File: src/rtl/tcp_test_gen_if.sv
// rtl/tcp_test_gen_if.sv - byte write port toward the SiTCP TCP TX FIFO
interface tcp_test_gen_if;
   logic       tx_wr;
   logic [7:0] tx_data;
   logic       tx_full;

   modport master (output tx_wr, output tx_data, input tx_full);
   modport slave  (input tx_wr, input tx_data, output tx_full);
endinterface

File: src/rtl/tcp_test_gen.sv
// rtl/tcp_test_gen.sv - SiTCP TX test-data generator: counter/pattern bytes with rate, blocks and error injection
module tcp_test_gen #(
   parameter logic [7:0] ERR_MASK = 8'h01,
   parameter int         GAP_W    = 8
) (
   input  logic             i_clk,
   input  logic             i_rst_n,
   input  logic             i_data_gen,
   input  logic [63:0]      i_num_of_data,
   input  logic [GAP_W-1:0] i_tx_rate,
   input  logic [2:0]       i_word_len,
   input  logic             i_select_seq,
   input  logic [31:0]      i_seq_pattern,
   input  logic [23:0]      i_blk_size,
   input  logic             i_ins_error_trigger,
   tcp_test_gen_if.master   tx,
   output logic             o_busy,
   output logic             o_done
);
   typedef enum logic [1:0] {IDLE, RUN, GAP, DONE} state_t;

   state_t           state;
   logic             data_gen_q;
   logic             trig_q;
   logic             err_armed;
   logic [63:0]      num_q;
   logic [GAP_W-1:0] rate_q;
   logic [GAP_W-1:0] gap_cnt;
   logic [2:0]       wl_q;
   logic             sel_q;
   logic [31:0]      pat_q;
   logic [23:0]      blk_q;
   logic [63:0]      byte_cnt;
   logic [63:0]      word_cnt;
   logic [2:0]       byte_idx;
   logic [1:0]       pat_idx;
   logic [23:0]      blk_cnt;
   logic             tx_wr_q;
   logic [7:0]       tx_data_q;

   logic             issue;
   logic             last_byte;
   logic             blk_end;
   logic             word_end;
   logic             trig_rise;
   logic [63:0]      word_shifted;
   logic [31:0]      pat_shifted;
   logic [7:0]       cur_byte;

   assign trig_rise    = i_ins_error_trigger & ~trig_q;
   assign issue        = (state == RUN) & i_data_gen & ~tx.tx_full;
   assign last_byte    = (num_q != 64'd0) && (byte_cnt + 64'd1 == num_q);
   assign blk_end      = (blk_q != 24'd0) && (blk_cnt + 24'd1 == blk_q);
   assign word_end     = (byte_idx == wl_q);
   // Big-endian within the word: byte 0 of a word is its most significant used byte
   assign word_shifted = word_cnt >> {(wl_q - byte_idx), 3'b000};
   assign pat_shifted  = pat_q >> {~pat_idx, 3'b000};
   assign cur_byte     = sel_q ? pat_shifted[7:0] : word_shifted[7:0];

   assign tx.tx_wr   = tx_wr_q;
   assign tx.tx_data = tx_data_q;

   always_ff @(posedge i_clk or negedge i_rst_n) begin
      if (!i_rst_n) begin
         state      <= IDLE;
         data_gen_q <= 1'b0;
         trig_q     <= 1'b0;
         err_armed  <= 1'b0;
         num_q      <= '0;
         rate_q     <= '0;
         gap_cnt    <= '0;
         wl_q       <= '0;
         sel_q      <= 1'b0;
         pat_q      <= '0;
         blk_q      <= '0;
         byte_cnt   <= '0;
         word_cnt   <= '0;
         byte_idx   <= '0;
         pat_idx    <= '0;
         blk_cnt    <= '0;
         tx_wr_q    <= 1'b0;
         tx_data_q  <= 8'h00;
         o_busy     <= 1'b0;
         o_done     <= 1'b0;
      end else begin
         data_gen_q <= i_data_gen;
         trig_q     <= i_ins_error_trigger;
         tx_wr_q    <= 1'b0;
         o_done     <= 1'b0;
         // A new edge wins over consumption so a coincident request is not lost
         if (trig_rise)
            err_armed <= 1'b1;
         else if (issue)
            err_armed <= 1'b0;

         case (state)
            IDLE: begin
               if (i_data_gen && !data_gen_q) begin
                  num_q    <= i_num_of_data;
                  rate_q   <= i_tx_rate;
                  wl_q     <= i_word_len;
                  sel_q    <= i_select_seq;
                  pat_q    <= i_seq_pattern;
                  blk_q    <= i_blk_size;
                  byte_cnt <= '0;
                  word_cnt <= '0;
                  byte_idx <= '0;
                  pat_idx  <= '0;
                  blk_cnt  <= '0;
                  state    <= RUN;
                  o_busy   <= 1'b1;
               end
            end
            RUN: begin
               if (!i_data_gen) begin
                  state  <= IDLE;
                  o_busy <= 1'b0;
               end else if (issue) begin
                  tx_wr_q   <= 1'b1;
                  tx_data_q <= cur_byte ^ (err_armed ? ERR_MASK : 8'h00);
                  byte_cnt  <= byte_cnt + 64'd1;
                  if (blk_end) begin
                     word_cnt <= '0;
                     byte_idx <= '0;
                     pat_idx  <= '0;
                     blk_cnt  <= '0;
                  end else begin
                     blk_cnt <= blk_cnt + 24'd1;
                     pat_idx <= pat_idx + 2'd1;
                     if (word_end) begin
                        byte_idx <= '0;
                        word_cnt <= word_cnt + 64'd1;
                     end else begin
                        byte_idx <= byte_idx + 3'd1;
                     end
                  end
                  if (last_byte) begin
                     state  <= DONE;
                     o_done <= 1'b1;
                     o_busy <= 1'b0;
                  end else if (rate_q != '0) begin
                     state   <= GAP;
                     gap_cnt <= rate_q;
                  end
               end
            end
            GAP: begin
               if (!i_data_gen) begin
                  state  <= IDLE;
                  o_busy <= 1'b0;
               end else if (gap_cnt == GAP_W'(1)) begin
                  state <= RUN;
               end else begin
                  gap_cnt <= gap_cnt - GAP_W'(1);
               end
            end
            DONE: begin
               if (!i_data_gen)
                  state <= IDLE;
            end
            default: state <= IDLE;
         endcase
      end
   end
endmodule

File: src/flat_wrapper.sv
// flat-port wrapper written by rule: the top's interface ports become plain ports
module tcp_test_gen_flat 
#(
   parameter logic [7:0] ERR_MASK = 8'h01,
   parameter int         GAP_W    = 8
)
  (i_clk, i_rst_n, i_data_gen, i_num_of_data, i_tx_rate, i_word_len, i_select_seq, i_seq_pattern, i_blk_size, i_ins_error_trigger, o_busy, o_done, tx_tx_wr, tx_tx_data, tx_tx_full);
  tcp_test_gen_if tx_i ();
  input  logic i_clk;
  input  logic i_rst_n;
  input  logic i_data_gen;
  input  logic [63:0] i_num_of_data;
  input  logic [GAP_W-1:0] i_tx_rate;
  input  logic [2:0] i_word_len;
  input  logic i_select_seq;
  input  logic [31:0] i_seq_pattern;
  input  logic [23:0] i_blk_size;
  input  logic i_ins_error_trigger;
  output logic o_busy;
  output logic o_done;
  output wire logic [$bits(tx_i.tx_wr)-1:0] tx_tx_wr;
  output wire logic [$bits(tx_i.tx_data)-1:0] tx_tx_data;
  input wire logic [$bits(tx_i.tx_full)-1:0] tx_tx_full;
  assign tx_tx_wr = tx_i.tx_wr;
  assign tx_tx_data = tx_i.tx_data;
  assign tx_i.tx_full = tx_tx_full;
  tcp_test_gen #(.ERR_MASK(ERR_MASK), .GAP_W(GAP_W)) u_core (.i_clk(i_clk), .i_rst_n(i_rst_n), .i_data_gen(i_data_gen), .i_num_of_data(i_num_of_data), .i_tx_rate(i_tx_rate), .i_word_len(i_word_len), .i_select_seq(i_select_seq), .i_seq_pattern(i_seq_pattern), .i_blk_size(i_blk_size), .i_ins_error_trigger(i_ins_error_trigger), .tx(tx_i), .o_busy(o_busy), .o_done(o_done));
endmodule
File: config.mk
export PLATFORM = sky130hd
export DESIGN_NAME = tcp_test_gen_flat
export DESIGN_NICKNAME = d
export VERILOG_FILES = /design/src/rtl/tcp_test_gen_if.sv /design/src/rtl/tcp_test_gen.sv /design/src/flat_wrapper.sv
export SDC_FILE = /design/constraint.sdc
export NUM_CORES = 1
export LEC_CHECK = 0
export ABC_AREA = 0
export CORE_ASPECT_RATIO = 1.1
export CORE_UTILIZATION = 30
export DETAILED_ROUTE_END_ITERATION = 10
export SLEW_MARGIN = 20
export SYNTH_ARGS = -nofsm -noshare
export SYNTH_HDL_FRONTEND = slang
export SYNTH_SLANG_ARGS = --single-unit
File: constraint.sdc
create_clock -name i_clk -period 4.5 [get_ports i_clk]
set_input_delay 0.675 -clock i_clk [delete_from_list [all_inputs] [get_ports i_clk]]
set_output_delay 0.675 -clock i_clk [all_outputs]
set_load 0.01 [all_outputs]
==> run_results.csv <==
group,metric,value,unit
power,peakVddDrop,0.3037,mV
clock_tree,cts_made_buffers,39,
grt,grtUsageTotal,20.45,%
synth,synth_area,18880,um^2
floorplan,die_h,265.1,um
clock_tree,ctsHoldBuffers,0,
clock_tree,clk_latency,0.58,ns
synth,synthFlopType,"dfrtp_1",
floorplan,start_util,30.29,%
synth,syn_inst,2037,
synth,synthArstFlopShare,100.0,%
synth,synth_top_area_cell,"dfrtp_1",
sta,fin_crit_sh,93.47,%
critical_path,arrival,4.66,ns
routing,met3_length,3.793,mm
synth,yosys_warnings,0,
clock_tree,cts_root_buffer,"clkbuf_16",
sta,rsz0062_at_grt,"false",
synth,synth.most_common_cell,"dfrtp_1",
clock_tree,cts_tree,"built",
routing,drc_errors,0,
routing,vias,17120,
grt,grt_max_degree,107,
synth,seq_area_frac_synth,41.48,%
sta,fin_skew,0.02068,ns
place,portBuffers,147,
synth,synth_edf_count,0,
critical_path,criticalPathCategory,"reg -> reg",
critical_path,required,4.96,ns
layout,final_area,22800,um^2
critical_path,end_kind,"register",
sta,fmax,237.7,MHz
sta,fin_setup_tns,0,ns
routing,drt_first_pass_iters,8,
power,power_density,534.0,nW/um^2
place,placed_cell_area,21530,um^2
synth,synth_area_leaders,"dfrtp_1 41%, mux2_2 7.9%, o21ai_0 5.8%",
clock_tree,clk_pin_slew,0.06,ns
routing,drt-total-wl,65.60,mm
sta,finalHoldViolations,0,
clock_tree,cts_resized,0,
layout,area_growth_syn_to_layout,20.74,%
layout,diodes,0,
routing,ant_nets,0,
synth,post_synth.cell_area_avg,9.269,um^2
floorplan,io_pins,148,
grt,grt_pass1_wl,101.4,mm
place,dpl.hpwl,47.97,mm
routing,route.met2.wl,32.17,mm
sta,finalSetupViolCount,0,
synth,synth_top_area_share,41.48,%
outcome,status,"finished clean",
synth,synth-seq-cells,313,
clock_tree,cts_htree_levels,2,
power,p_leak,8.686,nW
grt,grt.overflow.total,0,
run,cap_violations,0,
routing,top_layer,"met4",
critical_path,critPathMaxFanout,10,
worst_hold_path,min_path_type,"in -> async",
routing,routedWlPerCell,21.70,um
floorplan,dieWidth,241.2,um
floorplan,core,62340,um^2
layout,fin_nets,2313,
synth,syn_nets,2187,
routing,dr.first_iter.drc_count,1526,
routing,wl_met1,26.22,mm
grt,antenna_found_initial,0,
critical_path,rrSetupSlack,0.29,ns
sta,final_max_slew_viol_count,0,
sta,slew-limit-headroom,34.14,%
clock_tree,clock-sinks,313,
synth,synth_common_cells,"313 x dfrtp_1, 249 x nand2_1, 217 x o21ai_0",
critical_path,startpoint_type,"register",
sta,period_minus_slack,4.206,ns
routing,viasPerCell,5.663,
power,power.total,12.17,mW
sta,worst_slew_pin_slew,0.9879,ns
floorplan,rows,96,
sta,whs,0.1569,ns
place,place_congestion,0.9539,
layout,final_util,36.57,%
clock_tree,post_cts_buffers,0,
synth,synth.distinct_cells,82,
layout,final_layout_size_suffix_gt1_share,14.43,%
grt,grt_pass1_vias,17110,
clock_tree,clockBufferDepth,3,
floorplan,die_area,63950,um^2
==> metrics by stage <==
stage,worst slack (ns),cells
floorplan,0.7160,2037
global placement,0.3837,2955
detailed placement,0.3279,2955
CTS,0.3040,3023
global route,0.05053,3023
finish,0.2938,3023
==> per-layer routing <==
| metal | global-route usage [%] | vias up |
|---|---|---|
| met5 | 0 | - |
| met4 | 10.13 | 0 |
| met3 | 3.061 | 186 |
| met2 | 34.78 | 671 |
| met1 | 25.05 | 8448 |
| li1 | - | 7814 |
==> registers in the layout, indices dropped and copies added, names as in the netlist, 2 cells and up <==
name and cells:
u_core.byte_cnt 64, u_core.num_q 64, u_core.word_cnt 64, u_core.pat_q 32, u_core.blk_cnt 24, u_core.blk_q 24, u_core.gap_cnt 8, u_core.rate_q 8
u_core.tx.tx_data 8, u_core.byte_idx 3, u_core.wl_q 3, u_core.pat_idx 2, u_core.state 2
==> placed cells by master (no fill, tap or decap), drive strengths merged, types with 34 or more instances in the layout <==
| master | instances |
|---|---|
| and3 | 45 |
| mux2 | 132 |
| nor3 | 44 |
| nor4 | 65 |
| dfrtp | 313 |
| clkdlybuf4s50 | 146 |
| xnor2 | 86 |
| buf | 72 |
| nand3 | 92 |
| nor2 | 96 |
| nand4 | 73 |
| o31ai | 76 |
| xor2 | 47 |
| inv | 34 |
| nand2 | 250 |
| clkbuf | 55 |
| o21ai | 218 |
| a21oi | 68 |
==> layout make-up <==
cell class              instances  area (um^2)
clock inverters                13        185.2
inverters                      32        120.1
well taps                     833         1042
flip-flops and latches        313         7833
clock buffers                  55         1086
multi-input cells            1559        10440
fillers                      6217        39540
repair buffers                218         2097
==> logic make-up (layout without fill, tap and decap cells) <==
group           after synthesis  count (layout)  share of synthesized area (%)
simple gates                774             774                          21.30
compound gates              468             468                          15.14
xor+xnor                    133             133                          6.169
fa+ha+maj                    13              13                         0.9012
buf+inv                     165             318                          3.486
flops                       313             313                          41.48
mux                         171             171                          11.53
==> where the power goes <==
part	leakage, nW	internal, mW	switching [mW]	total, mW
logic	4.01	2.11	2.44	4.55
registers	4.06	3.55	0.896	4.45
clock network	0.624	1.87	1.31	3.18
==> worst max-delay path, cell delays in order (launching register included) <==
cell and delay [ns]:
dfrtp_1 0.56, nand4_1 0.28, nor4_1 0.59, or3b_1 0.46
xnor2_1 0.18, or4b_1 0.48, or4_1 0.41, nor4_1 0.48
a31o_1 0.27, buf_12 0.14, a22oi_1 0.07, a2bb2oi_1 0.16
==> final timing paths <==
kind | end | startpoint | cells after the start
min in group i_clk | u_core.err_armed | u_core.trig_q | 1
worst min-delay path | u_core.err_armed | i_rst_n | 1
worst min register to register | u_core.err_armed | u_core.trig_q | 1
worst max-delay path | u_core.gap_cnt[2] | u_core.byte_cnt[10] | 11
max in group asynchronous | u_core.num_q[32] | i_rst_n | 2
worst max register to register | u_core.gap_cnt[2] | u_core.byte_cnt[10] | 11
No activity file was read; power rests on OpenSTA's default activity.
